--- config.mk ---
export PLATFORM = sky130hd
export DESIGN_NAME = irq_sched_ctrl
export DESIGN_NICKNAME = d
export VERILOG_FILES = /design/src/rtl/irq_sched_pkg.sv /design/src/rtl/irq_prio_enc.sv /design/src/rtl/irq_sched_ctrl.sv
export SDC_FILE = /design/constraint.sdc
export NUM_CORES = 1
export LEC_CHECK = 0
export BUFFER_PORTS_ARGS = -buffer_cell sky130_fd_sc_hd__buf_2
export CELL_PAD_IN_SITES_DETAIL_PLACEMENT = 0
export CELL_PAD_IN_SITES_GLOBAL_PLACEMENT = 2
export CORE_MARGIN = 5
export CORE_UTILIZATION = 31
export DETAILED_ROUTE_END_ITERATION = 7
export PLACE_DENSITY_LB_ADDON = 0.05
export SLEW_MARGIN = 20
export SYNTH_ARGS = -nofsm -noshare
export SYNTH_HDL_FRONTEND = slang
export SYNTH_HIERARCHICAL = 1
export SYNTH_SLANG_ARGS = --single-unit
--- constraint.sdc ---
create_clock -name clk -period 2.7 [get_ports clk]
set_input_delay 0.135 -clock clk [delete_from_list [all_inputs] [get_ports clk]]
set_output_delay 0.135 -clock clk [all_outputs]
set_load 0.02 [all_outputs]
--- src/rtl/irq_sched_pkg.sv ---
// Shared types and defaults for the sequenced interrupt controller.
package irq_sched_pkg;

  localparam int N_IRQ_DEF = 4;

  typedef enum logic [1:0] {
    IDLE    = 2'd0,
    REQ     = 2'd1,
    SERVICE = 2'd2
  } irq_state_e;

endpackage

--- src/rtl/irq_prio_enc.sv ---
// Lowest-index-first priority encoder: index 0 has the highest priority.
module irq_prio_enc #(
  parameter  int N_IRQ = 4,
  localparam int ID_W  = $clog2(N_IRQ)
) (
  input  logic [N_IRQ-1:0] req,
  output logic             valid,
  output logic [ID_W-1:0]  id
);

  // Walk from the top index down so the lowest set index is written last.
  always_comb begin
    valid = |req;
    id    = '0;
    for (int i = N_IRQ - 1; i >= 0; i--) begin
      if (req[i]) id = ID_W'(i);
    end
  end

endmodule

--- src/rtl/irq_sched_ctrl.sv ---
// Interrupt controller: edge capture into pending, masked priority pick,
// irq/ack presentation and in-service hold until end-of-interrupt.
//   state   | meaning
//   IDLE    | nothing presented; waits for an eligible pending line
//   REQ     | irq_o high with a frozen id; waits for ack or withdraws on mask
//   SERVICE | CPU is servicing id_q; waits for eoi
module irq_sched_ctrl
  import irq_sched_pkg::*;
#(
  parameter  int N_IRQ = N_IRQ_DEF,
  localparam int ID_W  = $clog2(N_IRQ)
) (
  input  logic             clk,
  input  logic             rst,
  input  logic [N_IRQ-1:0] irq_in,
  input  logic [N_IRQ-1:0] irq_mask_i,
  output logic             irq_o,
  output logic [ID_W-1:0]  irq_id_o,
  input  logic             ack_i,
  input  logic             eoi_i,
  output logic             in_service_o,
  output logic [N_IRQ-1:0] pending_o
);

  irq_state_e       state;
  logic [N_IRQ-1:0] irq_in_q;
  logic [N_IRQ-1:0] pending;
  logic [N_IRQ-1:0] elig;
  logic [N_IRQ-1:0] set_vec;
  logic [N_IRQ-1:0] clr_vec;
  logic [ID_W-1:0]  id_q;
  logic [ID_W-1:0]  win_id;
  logic             win_v;

  assign elig      = pending & ~irq_mask_i;
  assign set_vec   = irq_in & ~irq_in_q;
  assign clr_vec   = (state == REQ && ack_i) ? (N_IRQ'(1) << id_q) : '0;
  assign pending_o = pending;
  assign irq_id_o  = id_q;

  irq_prio_enc #(.N_IRQ(N_IRQ)) u_enc (
    .req   (elig),
    .valid (win_v),
    .id    (win_id)
  );

  // Set is OR-ed in after the clear so a fresh edge on the acked line survives.
  always_ff @(posedge clk or posedge rst) begin
    if (rst) begin
      irq_in_q <= '0;
      pending  <= '0;
    end else begin
      irq_in_q <= irq_in;
      pending  <= (pending & ~clr_vec) | set_vec;
    end
  end

  always_ff @(posedge clk or posedge rst) begin
    if (rst) begin
      state        <= IDLE;
      id_q         <= '0;
      irq_o        <= 1'b0;
      in_service_o <= 1'b0;
    end else begin
      case (state)
        IDLE: begin
          if (win_v) begin
            id_q  <= win_id;
            irq_o <= 1'b1;
            state <= REQ;
          end
        end
        REQ: begin
          if (ack_i) begin
            irq_o        <= 1'b0;
            in_service_o <= 1'b1;
            state        <= SERVICE;
          end else if (!elig[id_q]) begin
            irq_o <= 1'b0;
            state <= IDLE;
          end
        end
        SERVICE: begin
          if (eoi_i) begin
            in_service_o <= 1'b0;
            state        <= IDLE;
          end
        end
        default: begin
          irq_o        <= 1'b0;
          in_service_o <= 1'b0;
          state        <= IDLE;
        end
      endcase
    end
  end

endmodule

==> results of run 1 <==
## routing by layer
metal	up-vias	global-route usage (%)	wire length [µm]
met2	10	16.4	657
met3	2	4.66	72
li1	262	-	-
met4	0	4.17	14
met5	-	0	0
met1	235	14.5	638
## layout make-up
cell class                 count  area, µm²
fill                         210       1110
sequential                    14        350
multi-input combinational     36        238
clock buffer                   4       36.3
timing repair buffer          24        145
tap                           27       33.8
inverter                      12       45.0
## sequential cells by signal, summed over array words and instances (netlist names)
name	count
in_service_o	1
irq_id_o	2
irq_in_q	4
irq_o	1
pending_o	4
state	2
## placed cells by master, fill, tap and decap left out, types with 2 or more instances in the layout
| cell type | synthesis | final |
|---|---|---|
| inv_1 | 11 | 11 |
| o21ai_0 | 8 | 8 |
| o31ai_1 | 3 | 3 |
| dfrtp_1 | 14 | 14 |
| nor2_1 | 4 | 4 |
| clkbuf_4 | 0 | 3 |
| dlygate4sd3_1 | 0 | 5 |
| nand2_1 | 4 | 4 |
| nand2b_1 | 5 | 5 |
| buf_2 | 1 | 19 |
| nand3b_1 | 2 | 2 |
| a21oi_1 | 2 | 2 |
## synth_stat cells
cell type  instances
mux2_2             1
nand2b_1           5
nor3_1             1
nor3b_2            1
inv_1             11
nand2_1            4
buf_2              1
nand4b_1           1
o21ai_0            8
mux4_2             1
a21oi_1            2
dfrtp_1           14
inv_2              1
o21bai_1           1
o31ai_1            3
a21oi_2            1
o22ai_2            1
nand3b_1           2
nor2_1             4
## power breakdown
group	switching [mW]	internal (mW)	leakage (nW)
logic	0.173	0.131	0.226
registers	0.0742	0.273	0.158
clock network	0.0694	0.0821	0.0210
## path summary, 6_finish.rpt
check	slack (ps)	depth (start not counted)	endpoint
min reg2reg	420	1	pending_o[0]$_DFF_PP0_
max	1300	6	irq_id_o[0]$_DFFE_PP0P_
min	20	2	state[1]$_DFFE_PP0P_
max reg2reg	1300	6	irq_id_o[0]$_DFFE_PP0P_
max in group asynchronous	1910	3	pending_o[0]$_DFF_PP0_
min in group asynchronous	430	3	irq_in_q[2]$_DFF_PP0_
## through the flow
| step | instance area [µm²] | setup slack (ps) | hold WS, ps | power, mW | std cells |
|---|---|---|---|---|---|
| finish | 848 | 1300 | 23.3 | 0.802 | 117 |
| global route | 848 | 1170 | 20.1 | 0.875 | 117 |
| CTS | 848 | 1300 | 18.0 | 0.811 | 117 |
| detailed placement | 762 | 1310 | 202 | 0.653 | 108 |
| global placement | 762 | 1330 | 214 | 0.654 | 108 |
| floorplan | 638 | 1270 | 24.2 | 0.554 | 63 |
## cell families (layout without fill, tap and decap cells)
family	Yosys count	in the layout	share of synthesized area [%]
buffers and inverters	13	40	7.84
and+or+nand+nor	18	18	16.1
muxes	2	2	5.29
AOI/OAI and AO/OA	16	16	15.9
DFF	14	14	54.9
## critical path: cells and delay by family, from the launching register on
family	cells	cell delay, ps
AND/OR/NAND/NOR	4	450
flip-flops	1	370
multiplexers	1	360
buffers and inverters	1	100
==> impl_metrics.py, run 1 <==
metrics = {
    "status": {
        "status": "finished clean",
    },
    "detailed_routing": {
        "drt-initial-drc-count": 2,
        "wl_per_cell_um": 11.8,
        "first_pass_iters": 2,
        "vias": 509,
        "wirelength_um": 1380,
        "postRouteAntennaNets": 0,
        "via_per_inst": 4.35,
        "drc": 0,
    },
    "global_route": {
        "grt_max_degree": 15,
        "grtUsageTotal_pct": 11.2,
        "grt_pass1_vias": 561,
        "grt_pass1_wl_um": 2680,
        "antenna_found_initial": 0,
        "grt-ovfl-total": 0,
    },
    "timing": {
        "fin_crit_sh_pct": 51.7,
        "hold_viol_final": 0,
        "skew_ps": 3.72,
        "worst_slew_pin_slew_ps": 545,
        "finalSetupTns_ps": 0,
        "fmax_ghz": 0.717,
        "setup_viol_count_final": 0,
        "relSlewSlack_pct": 63.6,
        "min_period_ps": 1400,
        "rsz0062_at_grt": "false",
        "final_max_slew_viol_count": 0,
    },
    "cells_and_area": {
        "synthToLayoutAreaGrowth_pct": 32.9,
        "drive_above_1_share_pct": 32.2,
        "diodes": 0,
        "nets": 103,
        "finalCoreUtilization_pct": 43.2,
    },
    "worst_setup_path": {
        "r2r-start": "pending_o[0]$_DFF_PP0_",
        "start_kind": "flop",
        "worst_path_max_delay_cell": "dfrtp_1",
        "crit_fanout": 4,
        "crit_start": "pending_o[0]$_DFF_PP0_",
        "worstPathArrival_ps": 1570,
        "cp_cell_sequence": "nand2b_1 > inv_1 > nor2_1 > nand2_1 > nor3b_2 > mux2_2",
        "cp_slowest_stage_delay_ps": 370,
        "path_class": "reg2reg",
        "crit_path_end_kind": "flop",
        "crit_required_ps": 2880,
    },
    "logic_synthesis": {
        "yosys.area.top_type": "dfrtp_1",
        "synth_cell_types": 19,
        "synth.avg_cell_area_um2": 10.1,
        "synth_top_cell_area_share_pct": 54.9,
        "synthTopCellsByArea": "dfrtp_1 55%, inv_1 6.5%, o21ai_0 6.3%",
        "synth_fp_nets": 75,
        "synth_seq_cells": 14,
        "synth_area_um2": 638,
        "ys_warn_count": 6,
        "seq_area_frac_synth_pct": 54.9,
        "netlist_instances": 63,
    },
    "floorplanning": {
        "ios": 20,
        "core_um2": 1960,
        "initial_core_util_pct": 32.5,
        "die_x_um": 55.4,
        "die_h_um": 55.4,
        "die-area_um2": 3070,
        "placementRows": 16,
    },
    "placed_design": {
        "portBuffers": 19,
        "hpwl_um": 1070,
        "gp_congestion": 0.682,
    },
    "clock_network": {
        "numCtsBuffers": 3,
        "clkLatencyLatePin_ps": 280,
        "cts_max_path_buffers": 2,
        "cts_tree": "done",
        "cts-htree-levels": 1,
        "cts_setup_buffers": 0,
        "clkTransAtPathRegs_ps": 90,
        "hold_buffers": 5,
        "cts_resized": 0,
        "ctsRootBufferMaster": "clkbuf_4",
        "clock_sinks": 14,
    },
    "power_and_ir_drop": {
        "power_density_nw_per_um2": 946,
        "ir_drop_mv": 0.346,
        "power_leakage_nw": 0.405,
    },
    "worst_hold_path": {
        "hold_start": "eoi_i",
        "hold_class": "in2reg",
    },
    "run": {
        "drv_cap": 0,
    },
}
Power figures use the tool's default switching activity.
==> run 2: changes to the inputs <==
--- a/config.mk
+++ b/config.mk
@@ -9,7 +9,7 @@
 export CELL_PAD_IN_SITES_DETAIL_PLACEMENT = 0
 export CELL_PAD_IN_SITES_GLOBAL_PLACEMENT = 2
 export CORE_MARGIN = 5
-export CORE_UTILIZATION = 31
+export CORE_UTILIZATION = 28
 export DETAILED_ROUTE_END_ITERATION = 7
 export PLACE_DENSITY_LB_ADDON = 0.05
 export SLEW_MARGIN = 20
==> constraint.sdc (replaced) <==
create_clock -name clk -period 1.35 [get_ports clk]
set_input_delay 0.0675 -clock clk [delete_from_list [all_inputs] [get_ports clk]]
set_output_delay 0.0675 -clock clk [all_outputs]
set_load 0.02 [all_outputs]
==> run 2 against run 1 <==
Combinational power increased to 2.6 times the previous value. Worst hold slack improved by 110 ps. Final cell count increased by 10%. Clock skew increased by 1.9 ps. Non-clock buffer count increased by 11. Sequential share of layout area decreased by 4.9 points. Clock-buffer cell count unchanged.
==> impl_metrics.py, run 2 (synthesized netlist as in run 1, its figures left out) <==
metrics = {
    "timing": {
        "layout_setup_ws_ps": 46.2,
        "min_period_ps": 1300,
        "hold_viol_final": 0,
        "finalSetupTns_ps": 0,
        "fmax_ghz": 0.767,
        "worst_slew_pin_slew_ps": 533,
        "holdWs_ps": 129,
        "final_max_slew_viol_count": 0,
        "relSlewSlack_pct": 64.4,
        "setup_viol_count_final": 0,
        "fin_crit_sh_pct": 96.6,
        "skew_ps": 5.58,
    },
    "detailed_routing": {
        "vias": 567,
        "drc": 0,
        "wirelength_um": 1490,
        "first_pass_iters": 4,
        "via_per_inst": 4.40,
        "postRouteAntennaNets": 0,
        "wl_per_cell_um": 11.6,
        "drt-initial-drc-count": 5,
    },
    "cells_and_area": {
        "area.sequential_um2": 355,
        "multi_input_area_um2": 275,
        "stdcell_area_um2": 977,
        "mostFrequentLayoutCells": "19 x buf_2, 10 x dfrtp_1, 10 x buf_4",
        "final_cells": 129,
        "nFillCells": 220,
        "synthToLayoutAreaGrowth_pct": 53.1,
        "finalCoreUtilization_pct": 44.6,
        "drive_above_1_share_pct": 51.5,
        "nets": 114,
        "diodes": 0,
        "final_common_cell": "buf_2",
    },
    "floorplanning": {
        "initial_core_util_pct": 29.1,
        "ios": 20,
        "die-area_um2": 3330,
        "core_um2": 2190,
        "die_x_um": 57.7,
        "placementRows": 17,
        "die_h_um": 57.7,
    },
    "placed_design": {
        "gp_congestion": 0.664,
        "portBuffers": 19,
        "place_inst": 115,
        "hpwl_um": 1080,
        "dp_slack_ps": -16.4,
        "post_dp_cell_area_um2": 820,
    },
    "global_route": {
        "grt_max_degree": 15,
        "grt-ovfl-total": 0,
        "grt_pass1_wl_um": 2550,
        "grt_pass1_vias": 590,
        "grtUsageTotal_pct": 10.0,
        "antenna_found_initial": 0,
    },
    "power_and_ir_drop": {
        "ir_drop_mv": 0.818,
        "total_power_mw": 1.82,
        "power_density_nw_per_um2": 1860,
        "power_leakage_nw": 0.467,
    },
    "worst_hold_path": {
        "whs_path_depth": 3,
        "hold_end": "state[0]$_DFFE_PP0P_",
        "hold_start": "ack_i",
        "hold_class": "in2reg",
    },
    "worst_setup_path": {
        "crit_path_end_kind": "flop",
        "rr_endpoint": "irq_id_o[0]$_DFFE_PP0P_",
        "start_kind": "flop",
        "rrSetupSlack_ps": 50,
        "path_delay_family": "simple AND/OR/NAND/NOR gates",
        "cp_slowest_stage_delay_ps": 400,
        "path_class": "reg2reg",
        "r2r-start": "pending_o[2]$_DFF_PP0_",
        "worst_path_max_delay_cell": "dfrtp_2",
        "cp_cell_sequence": "nand2b_1 > inv_2 > nor2_4 > nand2_2 > nor3b_4 > mux2_4",
        "crit_required_ps": 1520,
        "worstPathArrival_ps": 1470,
        "rr_worst_depth": 6,
        "crit_fanout": 2,
        "worstPathBufferInverterCount": 1,
    },
    "run": {
        "drv_cap": 0,
    },
    "clock_network": {
        "cts-htree-levels": 1,
        "clock_sinks": 14,
        "clkTransAtPathRegs_ps": 90,
        "cts_tree": "done",
        "numCtsBuffers": 3,
        "clkLatencyLatePin_ps": 270,
        "cts_max_path_buffers": 2,
        "ctsRootBufferMaster": "clkbuf_4",
    },
    "status": {
        "status": "finished clean",
    },
}
## run 2: changes by cell type in the layout (fill, tap and decap cells not counted), sizes merged
cell	before	now
buf	19	29
dlygate4sd3	5	6
## run 2: worst max-delay path by stage
stage | slack, ps | start | to | cells past startpoint
2_1_floorplan | 0.9 | pending_o[0]$_DFF_PP0_ | irq_id_o[0]$_DFFE_PP0P_ | 6
3_3_place_gp | 5 | pending_o[1]$_DFF_PP0_ | irq_id_o[0]$_DFFE_PP0P_ | 6
3_5_place_dp | -20 | pending_o[1]$_DFF_PP0_ | irq_id_o[0]$_DFFE_PP0P_ | 6
4_1_cts | 10 | pending_o[1]$_DFF_PP0_ | irq_id_o[0]$_DFFE_PP0P_ | 6
5_1_grt | -20 | pending_o[3]$_DFF_PP0_ | irq_id_o[1]$_DFFE_PP0P_ | 8
6_report | 50 | pending_o[2]$_DFF_PP0_ | irq_id_o[0]$_DFFE_PP0P_ | 6
## run 2: tightest hold or removal path, delay by kind of cell
family,cells,cell delay (ps)
simple gates,1,110
buf+inv,1,120
compound gates,1,60
## run 2: layout make-up
class                   instances  area share (%)
clock buffers                   4            3.71
inverters                      12            4.61
multi-input cells              36            28.2
flip-flops and latches         14            36.4
well taps                      28            3.59
repair buffers                 35            23.6
## run 2: per-layer routing
layer	track usage [%]	wire, µm
met5	0	0
met2	15.8	731
met4	3.97	13
met1	12.9	674
met3	2.90	73
## run 2: timing repair
item / CTS / global route
hold buffers: 6 / 0
gates cloned: 0 / 0
hold endpoints to repair: 19 / 0
resized for setup: 0 / 11
pin swaps: 0 / 1
setup endpoints to repair: 1 / 3
buffers inserted: 1 / 3
## run 2: where the power goes
part / internal, mW / switching (mW)
combinational: 0.406 / 0.394
clock: 0.164 / 0.133
sequential: 0.552 / 0.168
total: 1.12 / 0.695
